<file path="config.mk">
export PLATFORM = sky130hd
export DESIGN_NAME = issue_scoreboard
export DESIGN_NICKNAME = d
export VERILOG_FILES = /design/src/rtl/issue_scoreboard_pkg.sv /design/src/rtl/issue_scoreboard_src_ready.sv /design/src/rtl/issue_scoreboard.sv
export SDC_FILE = /design/constraint.sdc
export NUM_CORES = 1
export LEC_CHECK = 0
export ABC_AREA = 1
export ABC_CLOCK_PERIOD_IN_PS = 6400
export BUFFER_PORTS_ARGS = -buffer_cell sky130_fd_sc_hd__buf_4
export CAP_MARGIN = 20
export CORE_MARGIN = 2
export CORE_UTILIZATION = 45
export DETAILED_ROUTE_END_ITERATION = 12
export SETUP_SLACK_MARGIN = 0.05
export SYNTH_ARGS = -nofsm -noshare
export SYNTH_HDL_FRONTEND = slang
export SYNTH_SLANG_ARGS = --single-unit
export TNS_END_PERCENT = 50
</file>
<file path="constraint.sdc">
create_clock -name i_clk -period 6.4 [get_ports i_clk]
set_clock_uncertainty 0.05 [all_clocks]
set_input_delay 1.28 -clock i_clk [delete_from_list [all_inputs] [get_ports i_clk]]
set_output_delay 1.28 -clock i_clk [all_outputs]
set_load 0.005 [all_outputs]
</file>
<file path="src/rtl/issue_scoreboard_pkg.sv">
// -----------------------------------------------------------------------------
// issue_scoreboard_pkg
// Shared constants for the ID-stage dual-issue hazard scoreboard:
//   ARF_SEL            architectural register index width (32 registers)
//   NUM_REGS           number of architectural registers
//   LAT_W              latency-class width
//   LAT_EX1..LAT_EX4   latency-class encodings (stage where result is final)
//   MAX_LAT            largest legal latency class
//   R0_IDX             index of the hardwired-zero register
//   sat_lat()          clamps an out-of-range latency class to MAX_LAT
// -----------------------------------------------------------------------------
package issue_scoreboard_pkg;

  localparam int ARF_SEL  = 5;
  localparam int NUM_REGS = 1 << ARF_SEL;
  localparam int LAT_W    = 2;

  localparam logic [LAT_W-1:0] LAT_EX1 = 2'd0;
  localparam logic [LAT_W-1:0] LAT_EX2 = 2'd1;
  localparam logic [LAT_W-1:0] LAT_EX3 = 2'd2;
  localparam logic [LAT_W-1:0] LAT_EX4 = 2'd3;
  localparam logic [LAT_W-1:0] MAX_LAT = LAT_EX4;

  localparam logic [ARF_SEL-1:0] R0_IDX = 5'd0;

  function automatic logic [LAT_W-1:0] sat_lat(input logic [LAT_W-1:0] lat);
    if (lat > MAX_LAT) begin
      return MAX_LAT;
    end else begin
      return lat;
    end
  endfunction

endpackage

</file>
<file path="src/rtl/issue_scoreboard_src_ready.sv">
// -----------------------------------------------------------------------------
// sb_src_ready
// Decides whether one source operand can be read at issue time.
// A source is ready when it is not used, names r0, or its register has no
// outstanding latency left in the pending vector.
// Ports:
//   i_raddr  source register index
//   i_use    source read enable
//   i_pend   per-register remaining-latency counters (entry 0 unused)
//   o_ready  source is available from the RF or the bypass network
// -----------------------------------------------------------------------------
module sb_src_ready
  import issue_scoreboard_pkg::*;
#(
  parameter int SRC_SEL = issue_scoreboard_pkg::ARF_SEL,
  parameter int SRC_LAT = issue_scoreboard_pkg::LAT_W
) (
  input  logic [SRC_SEL-1:0]                   i_raddr,
  input  logic                                 i_use,
  input  logic [(1<<SRC_SEL)-1:0][SRC_LAT-1:0] i_pend,
  output logic                                 o_ready
);

  // r0 and unused sources never wait; otherwise wait for the counter to drain
  always_comb begin
    o_ready = 1'b1;
    if (i_use && (i_raddr != SRC_SEL'(R0_IDX))) begin
      o_ready = (i_pend[i_raddr] == {SRC_LAT{1'b0}});
    end else begin
      o_ready = 1'b1;
    end
  end

endmodule

</file>
<file path="src/rtl/issue_scoreboard.sv">
// -----------------------------------------------------------------------------
// issue_scoreboard
// In-order dual-issue hazard scoreboard for the ID stage. Each architectural
// register r1..r31 carries a down-counter of cycles left until its in-flight
// producer's result is final on the EX1-WB bypass network. The pair is
// stalled or split so every issued source is in the RF or forwardable.
//
// Optional feature macro: SB_STALL_CNT_EN adds o_stall_cnt, a saturating
// count of stall cycles plus split cycles (cleared only by reset).
//
// Ports:
//   i_clk, i_rst_n               clock, async active-low reset
//   i_flush                      kill all in-flight writers, block issue
//   i_i1_* / i_i2_*              slot valid, sources, destination, latency
//   o_i1_issue, o_i2_issue       slot leaves ID this cycle (combinational)
//   o_stall_id                   slot 1 valid but not issuing
//   o_stall_cnt                  stall counter (SB_STALL_CNT_EN only)
// -----------------------------------------------------------------------------
module issue_scoreboard #(
  parameter int ARF_SEL = issue_scoreboard_pkg::ARF_SEL,
  parameter int LAT_W   = issue_scoreboard_pkg::LAT_W,
  parameter int MAX_LAT = 3
`ifdef SB_STALL_CNT_EN
  ,
  parameter int CNT_W   = 32
`endif
) (
  input  logic               i_clk,
  input  logic               i_rst_n,
  input  logic               i_flush,
  input  logic               i_i1_vld,
  input  logic               i_i1_rs1_use,
  input  logic [ARF_SEL-1:0] i_i1_rs1_raddr,
  input  logic               i_i1_rs2_use,
  input  logic [ARF_SEL-1:0] i_i1_rs2_raddr,
  input  logic               i_i1_rd_we,
  input  logic [ARF_SEL-1:0] i_i1_rd_waddr,
  input  logic [LAT_W-1:0]   i_i1_lat,
  input  logic               i_i2_vld,
  input  logic               i_i2_rs1_use,
  input  logic [ARF_SEL-1:0] i_i2_rs1_raddr,
  input  logic               i_i2_rs2_use,
  input  logic [ARF_SEL-1:0] i_i2_rs2_raddr,
  input  logic               i_i2_rd_we,
  input  logic [ARF_SEL-1:0] i_i2_rd_waddr,
  input  logic [LAT_W-1:0]   i_i2_lat,
  output logic               o_i1_issue,
  output logic               o_i2_issue,
  output logic               o_stall_id
`ifdef SB_STALL_CNT_EN
  ,
  output logic [CNT_W-1:0]   o_stall_cnt
`endif
);

  import issue_scoreboard_pkg::*;

  localparam int                 NREG   = 1 << ARF_SEL;
  localparam logic [ARF_SEL-1:0] RZERO  = ARF_SEL'(R0_IDX);
  localparam logic [LAT_W-1:0]   LAT_MX = LAT_W'(MAX_LAT);

  function automatic logic [LAT_W-1:0] clamp_lat(input logic [LAT_W-1:0] lat);
    if (lat > LAT_MX) begin
      return LAT_MX;
    end else begin
      return lat;
    end
  endfunction

  logic [NREG-1:0][LAT_W-1:0] pend_q;
  logic [NREG-1:0][LAT_W-1:0] pend_d;

  logic i1_rs1_rdy_s, i1_rs2_rdy_s, i2_rs1_rdy_s, i2_rs2_rdy_s;
  logic raw_s;
  logic i1_issue_s, i2_issue_s, stall_s, split_s;
  logic i1_load_s, i2_load_s;

  sb_src_ready #(.SRC_SEL(ARF_SEL), .SRC_LAT(LAT_W)) u_i1_rs1 (
    .i_raddr(i_i1_rs1_raddr), .i_use(i_i1_rs1_use), .i_pend(pend_q), .o_ready(i1_rs1_rdy_s)
  );
  sb_src_ready #(.SRC_SEL(ARF_SEL), .SRC_LAT(LAT_W)) u_i1_rs2 (
    .i_raddr(i_i1_rs2_raddr), .i_use(i_i1_rs2_use), .i_pend(pend_q), .o_ready(i1_rs2_rdy_s)
  );
  sb_src_ready #(.SRC_SEL(ARF_SEL), .SRC_LAT(LAT_W)) u_i2_rs1 (
    .i_raddr(i_i2_rs1_raddr), .i_use(i_i2_rs1_use), .i_pend(pend_q), .o_ready(i2_rs1_rdy_s)
  );
  sb_src_ready #(.SRC_SEL(ARF_SEL), .SRC_LAT(LAT_W)) u_i2_rs2 (
    .i_raddr(i_i2_rs2_raddr), .i_use(i_i2_rs2_use), .i_pend(pend_q), .o_ready(i2_rs2_rdy_s)
  );

  // Issue decision: i2 can never overtake i1, and cannot consume i1's result
  // in the same cycle because i1's value is not on the bypass yet.
  always_comb begin
    raw_s = 1'b0;
    if (i_i1_rd_we && (i_i1_rd_waddr != RZERO)) begin
      raw_s = (i_i2_rs1_use && (i_i2_rs1_raddr == i_i1_rd_waddr)) ||
              (i_i2_rs2_use && (i_i2_rs2_raddr == i_i1_rd_waddr));
    end else begin
      raw_s = 1'b0;
    end
    i1_issue_s = i_i1_vld && i1_rs1_rdy_s && i1_rs2_rdy_s && !i_flush;
    i2_issue_s = i1_issue_s && i_i2_vld && i2_rs1_rdy_s && i2_rs2_rdy_s && !raw_s;
    stall_s    = i_i1_vld && !i1_issue_s;
    split_s    = i1_issue_s && i_i2_vld && !i2_issue_s;
    i1_load_s  = i1_issue_s && i_i1_rd_we && (i_i1_rd_waddr != RZERO);
    i2_load_s  = i2_issue_s && i_i2_rd_we && (i_i2_rd_waddr != RZERO);
  end

  // Drive the issue/stall ports straight from the decision logic
  always_comb begin
    o_i1_issue = i1_issue_s;
    o_i2_issue = i2_issue_s;
    o_stall_id = stall_s;
  end

  // Next pending state: flush > new load (i2 beats i1 on WAW) > decrement.
  // Decrement ignores the ID stall because EX keeps draining.
  always_comb begin
    pend_d    = pend_q;
    pend_d[0] = {LAT_W{1'b0}};
    for (int r = 1; r < NREG; r++) begin
      if (i_flush) begin
        pend_d[r] = {LAT_W{1'b0}};
      end else if (i2_load_s && (i_i2_rd_waddr == ARF_SEL'(r))) begin
        pend_d[r] = clamp_lat(i_i2_lat);
      end else if (i1_load_s && (i_i1_rd_waddr == ARF_SEL'(r))) begin
        pend_d[r] = clamp_lat(i_i1_lat);
      end else if (pend_q[r] != {LAT_W{1'b0}}) begin
        pend_d[r] = pend_q[r] - LAT_W'(1);
      end else begin
        pend_d[r] = pend_q[r];
      end
    end
  end

  // Pending-latency counters
  always_ff @(posedge i_clk or negedge i_rst_n) begin
    if (!i_rst_n) begin
      pend_q <= {(NREG*LAT_W){1'b0}};
    end else begin
      pend_q <= pend_d;
    end
  end

`ifdef SB_STALL_CNT_EN
  logic [CNT_W-1:0] stall_cnt_q;
  logic [CNT_W-1:0] stall_cnt_d;

  // Count stall and split cycles, holding at all-ones; flush does not clear it
  always_comb begin
    stall_cnt_d = stall_cnt_q;
    if ((stall_s || split_s) && (stall_cnt_q != {CNT_W{1'b1}})) begin
      stall_cnt_d = stall_cnt_q + CNT_W'(1);
    end else begin
      stall_cnt_d = stall_cnt_q;
    end
  end

  // Stall counter register
  always_ff @(posedge i_clk or negedge i_rst_n) begin
    if (!i_rst_n) begin
      stall_cnt_q <= {CNT_W{1'b0}};
    end else begin
      stall_cnt_q <= stall_cnt_d;
    end
  end

  assign o_stall_cnt = stall_cnt_q;
`endif

endmodule

</file>
======== After elaboration in Yosys (flattened, before gate mapping) ========
Cells that the tools add are included.
word-level totals
  register bits ........................... 62
  word-level logic and storage cells ...... 428
  input bits .............................. 45
  output and inout bits ................... 3
operators by class
  order comparisons ....................... 6
  $add $sub $neg .......................... 31
  multiplexer cells ....................... 139
  eq/ne operators ......................... 64
  reduce and logical (&&, ||, !) cells .... 157
operators with widths
  kind                   number
  $mux W2                130
  $eq A5 B5 Y1 const B   32
  $reduce_bool A4 Y1     31
  $logic_and A1 B1 Y1    81
  $eq A5 B4 Y1 const B   16
  $reduce_bool A2 Y1     31
  $sub A2 B1 Y2 const B  31
  $bmux W2 S5            4
  $eq A5 B3 Y1 const B   8
  $reduce_bool A5 Y1     6
  $lt A5 B6 Y1 const B   4
  $eq A5 B2 Y1 const B   4
  $eq A5 B1 Y1 const B   2
  $eq A5 B5 Y1           2
  $logic_not A2 Y1       4
  $mux W1                5
  $gt A2 B2 Y1 const B   2
  $logic_not A1 Y1       3
  $logic_or A1 B1 Y1     1

======== Longest topological paths before layout ========
Gate-level depths: netlist (run 1).
  word-level depth ........................ 16
  depth in mapped cells ................... 20

======== Hierarchy ========
A second synthesis (run 1) with hierarchy kept.
second synthesis, totals
  cells, all modules ...................... 1,628
  area, all modules ....................... 8,829.7 µm²
modules (own cells, without submodules)
  module                       cells each  area each (µm²)  instances
  issue_scoreboard             1,059       6,471.2          1
  sb_src_ready (u_i1_rs2 ...)  140         578.1            3
  sb_src_ready (u_i1_rs1)      149         624.3            1

======== Least setup slack after synthesis (run 1) ========
Ideal clock, no wire load.
  kind .................................... in2out
  start ................................... in i_i1_rd_waddr[3]
  end ..................................... out o_i2_issue
  setup slack ............................. 2.416 ns
  required time ........................... 5.070 ns
  data arrival time ....................... 2.654 ns
  cell stages on the path ................. 10
  cells stage by stage .................... buf_2 -> nor2_2 -> nand2_1 -> o21ai_1 -> inv_2 -> a21boi_1 -> nand3_1 -> nor2_4 -> buf_4 -> buf_4
between the ends
  cells in the longest elaborated chain, start to end .. 6
  elaborated cells on any way between the ends .. 10
  those cells by class .................... eq/ne (2); mux (1); reduce/logical (7)
ends and longest elaborated chain
  element                                        RTL line                                        source
  start: declaration                             issue_scoreboard.sv:37                          input logic [ARF_SEL-1:0] i_i1_rd_waddr,
  $eq A5 B5 Y1, on equally long branches         issue_scoreboard.sv:96, issue_scoreboard.sv:97
  $logic_and A1 B1 Y1, on equally long branches  issue_scoreboard.sv:96, issue_scoreboard.sv:97
  $logic_or A1 B1 Y1                             issue_scoreboard.sv:96                          raw_s = (i_i2_rs1_use && (i_i2_rs1_raddr == i_i1_rd_waddr)) ||
  $mux W1 (*)                                    issue_scoreboard.sv:95                          if (i_i1_rd_we && (i_i1_rd_waddr != RZERO)) begin
  $logic_not A1 Y1 (*)                           issue_scoreboard.sv:102                         i2_issue_s = i1_issue_s && i_i2_vld && i2_rs1_rdy_s && i2_rs2_rdy_s && !raw_s;
  $logic_and A1 B1 Y1 (*)                        issue_scoreboard.sv:102
  end: declaration                               issue_scoreboard.sv:48                          output logic o_i2_issue,
Mark *: on every way between the ends. The rest lies on a longest branch, timed or not.

======== Final worst setup path (run 1) ========
  start ................................... in i_i1_rs2_raddr[0]
  end ..................................... out o_i1_issue
between the ends
  cells in the longest elaborated chain, start to end .. 6
  elaborated cells on any way between the ends .. 8
  those cells by class .................... mux (3); reduce/logical (5)
ends and longest elaborated chain
  element                                RTL line                          source
  start: declaration                     issue_scoreboard.sv:35            input logic [ARF_SEL-1:0] i_i1_rs2_raddr,
  $bmux W2 S5                            issue_scoreboard_src_ready.sv:28  o_ready = (i_pend[i_raddr] == {SRC_LAT{1'b0}});
  $mux W2 (implied by the code)          issue_scoreboard_src_ready.sv:28
  $logic_not A2 Y1                       issue_scoreboard_src_ready.sv:28
  $mux W1 (*)                            issue_scoreboard_src_ready.sv:27  if (i_use && (i_raddr != SRC_SEL'(R0_IDX))) begin
  $logic_and A1 B1 Y1 (*) (2 in series)  issue_scoreboard.sv:101           i1_issue_s = i_i1_vld && i1_rs1_rdy_s && i1_rs2_rdy_s && !i_flush;
  end: declaration                       issue_scoreboard.sv:47            output logic o_i1_issue,
Mark *: on every way between the ends. The rest lies on a longest branch, timed or not. The select of a mux whose other input is x is not followed.

==> report_table.html, run 1 <==
<table>
<tr><th>Metric</th><th>Value</th></tr>
<tr><th colspan="2">Layout</th></tr>
<tr><td>Number of antenna repair diodes</td><td>0</td></tr>
<tr><td>Layout net count</td><td>1583</td></tr>
<tr><td>Fill count</td><td>1976</td></tr>
<tr><td>Layout area overhead</td><td>7.82%</td></tr>
<tr><td>Sequential cell area</td><td>1550 sq um</td></tr>
<tr><td>Footprint of the multi-input gates</td><td>5400 sq um</td></tr>
<tr><td>Number of flip-flops under the largest register name</td><td>62</td></tr>
<tr><td>Largest register by flop count</td><td>pend_q</td></tr>
<tr><td>Fraction of final layout cells with drive strength greater than 1</td><td>8.99%</td></tr>
<tr><td>Registers with the most flip-flops</td><td>pend_q x62</td></tr>
<tr><th colspan="2">Timing</th></tr>
<tr><td>Max Clock Freq</td><td>245 MHz</td></tr>
<tr><td>Final critical path time including I/O delays and setup</td><td>4080 ps</td></tr>
<tr><td>Final setup violation count</td><td>0</td></tr>
<tr><td>Setup total negative slack</td><td>0 ps</td></tr>
<tr><td>Hold violation count in the final report</td><td>0</td></tr>
<tr><td>Slew at the pin closest to its max-slew limit</td><td>1010 ps</td></tr>
<tr><td>Final critical-path setup slack</td><td>2320 ps</td></tr>
<tr><td>Setup repair after global routing missed its margin</td><td>no</td></tr>
<tr><td>Normalized max-slew margin</td><td>32.9%</td></tr>
<tr><td>Count of final max-slew check failures</td><td>0</td></tr>
<tr><td>Period utilisation layout</td><td>63.8%</td></tr>
<tr><th colspan="2">Detailed routing</th></tr>
<tr><td>Initial drt markers</td><td>1075</td></tr>
<tr><td>Wire length reported by the detailed router</td><td>29.5 mm</td></tr>
<tr><td>Detailed-router iteration count before antenna repair</td><td>6</td></tr>
<tr><td>Number of design rule violations left after detail routing</td><td>0</td></tr>
<tr><td>ANT nets after route</td><td>0</td></tr>
<tr><td>Routed length per placed instance</td><td>16.9 microns</td></tr>
<tr><td>Vias after detailed routing</td><td>9661</td></tr>
<tr><td>Ratio of routed vias to standard cells</td><td>5.55</td></tr>
<tr><th colspan="2">Power and ir drop</th></tr>
<tr><td>Switching share of power</td><td>51.1%</td></tr>
<tr><td>Switching pwr</td><td>1.43 mW</td></tr>
<tr><td>Internal power</td><td>1.37 mW</td></tr>
<tr><td>Cell Pwr Density</td><td>319 nW/um^2</td></tr>
<tr><td>Seq pwr share</td><td>25.3%</td></tr>
<tr><td>Part of the total power dissipated in combinational logic</td><td>57.9%</td></tr>
<tr><td>Worst-case vdd ir drop</td><td>0.166 mV</td></tr>
<tr><td>Clock Power Share</td><td>16.9%</td></tr>
<tr><td>Static leakage power</td><td>4.54 nW</td></tr>
<tr><th colspan="2">Yosys</th></tr>
<tr><td>Net count after synthesis</td><td>1585</td></tr>
<tr><td>Post-synthesis share of cell area spent on xor and xnor gates</td><td>0.215%</td></tr>
<tr><td>Yosys synthesis warning count</td><td>0</td></tr>
<tr><td>Area fraction in and, or, nand and nor cells after synthesis</td><td>58.1%</td></tr>
<tr><td>Post-Synth Adder-Cell Area</td><td>4.76%</td></tr>
<tr><td>Post-Synthesis Mean Instance Area</td><td>5.40 sq um</td></tr>
<tr><td>Number of instances in the synthesized netlist</td><td>1509</td></tr>
<tr><td>Proportion of synthesized chip area in sequential cells</td><td>19.0%</td></tr>
<tr><td>Main combinational cell family by area after synthesis</td><td>simple AND/OR/NAND/NOR gates</td></tr>
<tr><td>Complex-gate fraction of the synthesized area</td><td>3.22%</td></tr>
<tr><td>Leading register cell type out of synthesis</td><td>dfrtp_1</td></tr>
<tr><td>Number of different library cells in the post-synthesis netlist</td><td>27</td></tr>
<tr><td>Post-synthesis mux area share</td><td>0%</td></tr>
<tr><td>Post-synth design cell area</td><td>8150 sq um</td></tr>
<tr><td>Share of flip-flops with an asynchronous set or reset</td><td>100%</td></tr>
<tr><td>Number of synthesized register bits</td><td>62</td></tr>
<tr><td>Post-synth EDFFs</td><td>0</td></tr>
<tr><th colspan="2">Floorplan</th></tr>
<tr><td>Row count</td><td>49</td></tr>
<tr><td>Die outline area</td><td>19200 sq um</td></tr>
<tr><td>Number of placed I/O pins</td><td>48</td></tr>
<tr><td>Core box area</td><td>17800 sq um</td></tr>
<tr><td>Die Wd</td><td>139 microns</td></tr>
<tr><td>Die span in y</td><td>139 microns</td></tr>
<tr><td>Initial cell density of the core</td><td>45.7%</td></tr>
<tr><th colspan="2">Global route</th></tr>
<tr><td>Initial antenna violation count</td><td>0</td></tr>
<tr><td>Via count of the first global-routing pass</td><td>8489</td></tr>
<tr><td>Final global-route overflow total</td><td>0</td></tr>
<tr><td>GR Util All Layers</td><td>30.5%</td></tr>
<tr><td>Largest net degree at the start of global routing</td><td>87</td></tr>
<tr><td>First-pass GRT wire length</td><td>46.1 mm</td></tr>
<tr><th colspan="2">Placement</th></tr>
<tr><td>Pre-CTS setup slack</td><td>2190 ps</td></tr>
<tr><td>Global placement routability congestion</td><td>1.03</td></tr>
<tr><td>Input/output buffers</td><td>47</td></tr>
<tr><td>Detailed-placement wirelength estimate</td><td>20.5 mm</td></tr>
<tr><th colspan="2">Critical path</th></tr>
<tr><td>Critical path startpoint category</td><td>input port</td></tr>
<tr><td>Critical path start-end classification</td><td>input port to output port</td></tr>
<tr><td>Arrival @ worst endpoint</td><td>2750 ps</td></tr>
<tr><td>Data required time at the worst endpoint</td><td>5070 ps</td></tr>
<tr><td>Biggest fanout along the worst timing path</td><td>8</td></tr>
<tr><td>Type of destination of the critical path</td><td>output port</td></tr>
<tr><th colspan="2">Clock tree</th></tr>
<tr><td>Root Buffer Master</td><td>clkbuf_16</td></tr>
<tr><td>Clock latency reported for the late side of the worst-skew pair</td><td>350 ps</td></tr>
<tr><td>Number of buffers created by CTS</td><td>9</td></tr>
<tr><td>Post-cts resize count</td><td>0</td></tr>
<tr><td>Clock sink total</td><td>62</td></tr>
<tr><td>Post-CTS clock slew at the launch and capture registers of the worst setup and hold paths</td><td>50 ps</td></tr>
<tr><td># hold bufs at CTS</td><td>0</td></tr>
<tr><td>Post-CTS setup buffer count</td><td>0</td></tr>
<tr><td>CTS tree</td><td>done</td></tr>
<tr><td>CTS H-tree lvls</td><td>3</td></tr>
<tr><td>Maximum buffer depth of the clock tree</td><td>2</td></tr>
<tr><th colspan="2">Run</th></tr>
<tr><td>Max-cap violations</td><td>0</td></tr>
<tr><th colspan="2">Worst hold path</th></tr>
<tr><td>Hold/Removal Path Class</td><td>flop to flop</td></tr>
<tr><th colspan="2">Status</th></tr>
<tr><td>Run status</td><td>completed</td></tr>
</table>
## cell usage after synthesis, drive strengths merged (2+ instances only)
cell    count  share of area, %
o22ai       5              0.38
o21ai      16              0.98
ha         31               4.8
nor3       20               1.2
dfrtp      62                19
a21oi      27               1.7
nand3     194                14
nand4     115               8.8
nor2      233                11
nand2     503                23
clkbuf     21              0.97
xor2        2              0.21
buf        48               3.2
inv       228                11
## area by class of cell
class | instances | share of cell area, %
inverters | 229 | 9.78
multi-input cells | 1149 | 61.4
repair buffers | 56 | 4.78
clock inverters | 4 | 0.256
well taps | 229 | 3.26
flip-flops and latches | 62 | 17.7
clock buffers | 12 | 2.81
## critical path, cell delays in order
cell     delay [ps]
buf_4           130
nor2_2          310
nand2_1          90
nand2_1          80
inv_1            40
nand3_1          50
nand2_1          50
nand2_1          60
nand3_1          70
nand3_2         140
nand2_1         100
nor2_4          190
buf_4           150
## cells by family (layout without fill, tap and decap cells)
logic type,Yosys count,after routing
adder cells (fa/ha/maj),31,31
AO/OA/AOI/OAI,50,50
XOR/XNOR,2,2
flip-flops,62,62
AND/OR/NAND/NOR,1066,1066
buffers and inverters,298,301
## metal layers
| metal | track usage, % | routed length (microns) | up-vias |
|---|---|---|---|
| li1 | - | - | 4802 |
| met1 | 42.7 | 13200 | 4360 |
| met2 | 46.9 | 12600 | 436 |
| met3 | 5.56 | 2770 | 63 |
| met4 | 11.2 | 930 | 0 |
| met5 | 0 | 0 | - |
## worst paths after layout
check,startpoint,end,slack (ps),cells after the start
max,i_i1_rs2_raddr[0],o_i1_issue,2320,13
min,pend_q[39],pend_q[39],430,2
max reg2reg,pend_q[20],pend_q[55],2720,17
min reg2reg,pend_q[39],pend_q[39],430,2
max in group asynchronous,i_rst_n,pend_q[6],4690,1
min in group asynchronous,i_rst_n,pend_q[36],1010,1
## metrics by stage
stage | power (mW) | utilization (%) | std cells | instance area (sq um) | hold slack, ps
after floorplan | 1.83 | - | 1509 | 8150 | 399
after global placement | 2.29 | 47.7 | 1725 | 8520 | 417
after detailed placement | 2.31 | 47.7 | 1725 | 8520 | 417
after CTS | 2.79 | 49.2 | 1741 | 8790 | 433
after global routing | 3.10 | 49.2 | 1741 | 8790 | 446
final | 2.80 | 49.2 | 1741 | 8790 | 429
## layout by cell type (no fill, tap or decap), types with 28 or more instances in the layout
cell type    n
nor2_1     226
nand3_2     28
nand4_1    115
dfrtp_1     62
nand3_1    166
inv_1      199
inv_2       30
buf_4       56
nand2_1    502
ha_1        31
## power by group through the flow
stage | Clock, mW | Combinational, mW | Sequential (mW)
finish | 0.473 | 1.62 | 0.708
global route | 0.501 | 1.87 | 0.732
CTS | 0.482 | 1.60 | 0.705
detailed placement | 0 | 1.60 | 0.710
global placement | 0 | 1.58 | 0.709
floorplan | 0 | 1.17 | 0.667
No activity file was read; power rests on OpenSTA's default activity.
==> inputs of run 2 (changes only) <==
- ABC_CLOCK_PERIOD_IN_PS: 6400 -> 4200
- clock period: 6.4 -> 4.2 ns (I/O delays scaled with it)
==> report_table.html, run 2 (synthesis gave the netlist of run 1 again) <==
<table>
<tr><th>Metric</th><th>Value</th></tr>
<tr><th colspan="2">Placement</th></tr>
<tr><td>Number of placed cells counting well taps</td><td>1729 (+0.23%)</td></tr>
<tr><td>Global placement routability congestion</td><td>0.969 (-5.7%)</td></tr>
<tr><td>Input/output buffers</td><td>47 (unchanged)</td></tr>
<tr><td>Pre-CTS setup slack</td><td>771 ps (-1420 ps)</td></tr>
<tr><td>Detailed-placement wirelength estimate</td><td>21.9 mm (+7.0%)</td></tr>
<tr><th colspan="2">Detailed routing</th></tr>
<tr><td>Ratio of routed vias to standard cells</td><td>5.55 (about the same)</td></tr>
<tr><td>Number of design rule violations left after detail routing</td><td>0 (unchanged)</td></tr>
<tr><td>ANT nets after route</td><td>0 (unchanged)</td></tr>
<tr><td>Routed length per placed instance</td><td>17.4 microns (+2.7%)</td></tr>
<tr><td>Wire length reported by the detailed router</td><td>30.4 mm (+3.0%)</td></tr>
<tr><td>Vias after detailed routing</td><td>9682 (+0.22%)</td></tr>
<tr><td>Detailed-router iteration count before antenna repair</td><td>5 (-1)</td></tr>
<tr><td>Initial drt markers</td><td>1137 (+5.8%)</td></tr>
<tr><th colspan="2">Global route</th></tr>
<tr><td>Global-route track usage on met2</td><td>49.9% (+3.1 points)</td></tr>
<tr><td>Largest net degree at the start of global routing</td><td>63 (-28%)</td></tr>
<tr><td>Via count of the first global-routing pass</td><td>8884 (+4.7%)</td></tr>
<tr><td>First-pass GRT wire length</td><td>48.1 mm (+4.2%)</td></tr>
<tr><td>GR Util All Layers</td><td>31.6% (+1.1 points)</td></tr>
<tr><td>Initial antenna violation count</td><td>0 (unchanged)</td></tr>
<tr><td>Final global-route overflow total</td><td>0 (unchanged)</td></tr>
<tr><td>Routing usage on met1</td><td>43.7% (+0.92 points)</td></tr>
<tr><td>Met3 capacity usage during global routing</td><td>4.59% (-0.97 points)</td></tr>
<tr><td>Routing layer with the top usage in global route</td><td>met2</td></tr>
<tr><th colspan="2">Layout</th></tr>
<tr><td>Commonest non-fill, non-tap cell in the layout</td><td>nand2_1</td></tr>
<tr><td>Most frequent cells in the layout</td><td>nand2_1, nor2_1, inv_1, nand3_1, nand4_1</td></tr>
<tr><td>Number of standard cells in the layout, taps in and fillers out</td><td>1745 (+0.23%)</td></tr>
<tr><td>Layout area overhead</td><td>9.32%</td></tr>
<tr><td>Layout net count</td><td>1587 (+0.25%)</td></tr>
<tr><td>Number of antenna repair diodes</td><td>0 (unchanged)</td></tr>
<tr><td>Number of flip-flops under the largest register name</td><td>62 (unchanged)</td></tr>
<tr><td>Share of the core filled with cells in the final layout</td><td>49.9% (+0.69 points)</td></tr>
<tr><td>Largest register by flop count</td><td>pend_q</td></tr>
<tr><td>Fraction of final layout cells with drive strength greater than 1</td><td>9.30% (+0.31 points)</td></tr>
<tr><td>Fill count</td><td>1964 (-0.61%)</td></tr>
<tr><td>Registers with the most flip-flops</td><td>pend_q x62</td></tr>
<tr><th colspan="2">Critical path</th></tr>
<tr><td>Max stage delay cell, worst path</td><td>nor2_1</td></tr>
<tr><td>Origin of the worst setup path</td><td>pend_q[20]</td></tr>
<tr><td>Critical path start-end classification</td><td>flop to output port</td></tr>
<tr><td>Arrival @ worst endpoint</td><td>2650 ps (-100 ps)</td></tr>
<tr><td>Crit-path leading delay family</td><td>simple AND/OR/NAND/NOR gates</td></tr>
<tr><td>Number of buffer and inverter stages on the critical path</td><td>1 (-2)</td></tr>
<tr><td>Type of destination of the critical path</td><td>output port</td></tr>
<tr><td>Data required time at the worst endpoint</td><td>3310 ps (-1760 ps)</td></tr>
<tr><td>Critical path startpoint category</td><td>flop</td></tr>
<tr><td>Critical path, cell by cell</td><td>nor2_1, nor2_1, nor2_1, nand3_1, nand3_1, nand3_1, nand3_2, nand2_1, nor2_4, buf_4</td></tr>
<tr><td>Critical path endpoint</td><td>o_i1_issue</td></tr>
<tr><td>Biggest fanout along the worst timing path</td><td>5 (-3)</td></tr>
<tr><td>Critical path depth in cells</td><td>10 (-3)</td></tr>
<tr><td>Capturing point of the worst reg2reg path</td><td>pend_q[59]</td></tr>
<tr><td>Flop-to-flop setup slack</td><td>910 ps (-1810 ps)</td></tr>
<tr><td>R2R depth</td><td>15 (-2)</td></tr>
<tr><td>Launching point of the worst reg2reg path</td><td>pend_q[20]</td></tr>
<tr><td>Critical Path Max Stage Delay</td><td>650 ps (+340 ps)</td></tr>
<tr><th colspan="2">Power and ir drop</th></tr>
<tr><td>Cell Pwr Density</td><td>510 nW/um^2 (+60%)</td></tr>
<tr><td>Clock Power Share</td><td>20.2% (+3.3 points)</td></tr>
<tr><td>Part of the total power dissipated in combinational logic</td><td>56.0% (-1.9 points)</td></tr>
<tr><td>Worst-case vdd ir drop</td><td>0.296 mV (+78%)</td></tr>
<tr><td>Seq pwr share</td><td>23.8% (-1.5 points)</td></tr>
<tr><td>Internal power</td><td>2.28 mW (+66%)</td></tr>
<tr><td>Switching pwr</td><td>2.26 mW (+58%)</td></tr>
<tr><td>Static leakage power</td><td>4.60 nW (+1.3%)</td></tr>
<tr><td>Switching share of power</td><td>49.7% (-1.3 points)</td></tr>
<tr><th colspan="2">Floorplan</th></tr>
<tr><td>Initial cell density of the core</td><td>45.7% (unchanged)</td></tr>
<tr><td>Core box area</td><td>17800 sq um (unchanged)</td></tr>
<tr><td>Die outline area</td><td>19200 sq um (unchanged)</td></tr>
<tr><td>Die Wd</td><td>139 microns (unchanged)</td></tr>
<tr><td>Number of placed I/O pins</td><td>48 (unchanged)</td></tr>
<tr><td>Die span in y</td><td>139 microns (unchanged)</td></tr>
<tr><td>Row count</td><td>49 (unchanged)</td></tr>
<tr><th colspan="2">Worst hold path</th></tr>
<tr><td>Launch instance of the worst min-delay path</td><td>pend_q[39]</td></tr>
<tr><td>Hold/Removal Path Class</td><td>flop to flop</td></tr>
<tr><th colspan="2">Run</th></tr>
<tr><td>Max-cap violations</td><td>0 (unchanged)</td></tr>
<tr><th colspan="2">Timing</th></tr>
<tr><td>Normalized max-slew margin</td><td>40.3% (+7.4 points)</td></tr>
<tr><td>Final critical path time including I/O delays and setup</td><td>3540 ps</td></tr>
<tr><td>Slew at the pin closest to its max-slew limit</td><td>895 ps (-111 ps)</td></tr>
<tr><td>Count of final max-slew check failures</td><td>0 (unchanged)</td></tr>
<tr><td>Setup total negative slack</td><td>0 ps (unchanged)</td></tr>
<tr><td>Period utilisation layout</td><td>84.2%</td></tr>
<tr><td>Hold violation count in the final report</td><td>0 (unchanged)</td></tr>
<tr><td>Setup repair after global routing missed its margin</td><td>no</td></tr>
<tr><td>Hold WS</td><td>435 ps (+5.81 ps)</td></tr>
<tr><td>Final critical-path setup slack</td><td>662 ps (-1650 ps)</td></tr>
<tr><td>Max Clock Freq</td><td>283 MHz</td></tr>
<tr><td>Final setup violation count</td><td>0 (unchanged)</td></tr>
<tr><th colspan="2">Clock tree</th></tr>
<tr><td># hold bufs at CTS</td><td>0 (unchanged)</td></tr>
<tr><td>Clock latency reported for the late side of the worst-skew pair</td><td>350 ps (about the same)</td></tr>
<tr><td>Root Buffer Master</td><td>clkbuf_16</td></tr>
<tr><td>CTS tree</td><td>done</td></tr>
<tr><td>Post-CTS setup buffer count</td><td>0 (unchanged)</td></tr>
<tr><td>Post-cts resize count</td><td>0 (unchanged)</td></tr>
<tr><td>CTS H-tree lvls</td><td>3 (unchanged)</td></tr>
<tr><td>Clock sink total</td><td>62 (unchanged)</td></tr>
<tr><td>Post-CTS clock slew at the launch and capture registers of the worst setup and hold paths</td><td>60 ps (about the same)</td></tr>
<tr><td>Number of buffers created by CTS</td><td>9 (unchanged)</td></tr>
<tr><td>Maximum buffer depth of the clock tree</td><td>2 (unchanged)</td></tr>
<tr><th colspan="2">Status</th></tr>
<tr><td>Run status</td><td>completed</td></tr>
</table>
==> run 2: area by class of cell <==
cell class | instances | area, sq um | share of cell area (%)
well taps | 229 | 287 | 3.22
flip-flops and latches | 62 | 1550 | 17.4
multi-input cells | 1149 | 5400 | 60.6
clock inverters | 5 | 106 | 1.19
repair buffers | 60 | 463 | 5.20
clock buffers | 11 | 243 | 2.72
inverters | 229 | 860 | 9.65
==> run 2: worst min path at each step <==
stage,end,slack [ps],cells past startpoint
after CTS,pend_q[19],440,2
after floorplan,pend_q[19],400,2
after detailed placement,pend_q[19],420,2
after global routing,pend_q[39],460,2
final,pend_q[39],440,2
after global placement,pend_q[39],420,2
==> run 2: worst reg2reg max path: stages (launching register included) <==
cell	delay, ps
dfrtp_1	420
nor2_1	650
nor2_1	120
nor2_1	130
nand3_1	90
nand3_1	100
nand3_1	100
nand3_2	130
nand3_2	150
nor2_4	140
buf_4	470
nand2_1	250
nor2_1	190
nand2_1	70
nand2_1	80
o21ai_1	50
==> run 2: routing by layer <==
layer | routed length (microns) | up-vias | share of wire (%)
met5 | 0 | - | 0
met4 | 1090 | 0 | 3.6
met3 | 2440 | 66 | 8.0
met2 | 13300 | 430 | 44
met1 | 13500 | 4385 | 45
li1 | - | 4801 | -
==> run 2: stage by stage <==
step / instance area (sq um) / power, mW
2_1_floorplan: 8150 / 2.79
3_3_place_gp: 8560 / 3.56
3_5_place_dp: 8560 / 3.58
4_1_cts: 8910 / 4.51
5_1_grt: 8910 / 4.96
6_report: 8910 / 4.54
==> run 2: power groups by stage <==
stage                     clock network, mW  registers, mW  logic (mW)
after floorplan                           0           1.02        1.78
after global placement                    0           1.08        2.48
after detailed placement                  0           1.08        2.49
after CTS                             0.927           1.07        2.50
after global routing                  0.948           1.12        2.90
final                                 0.918           1.08        2.54
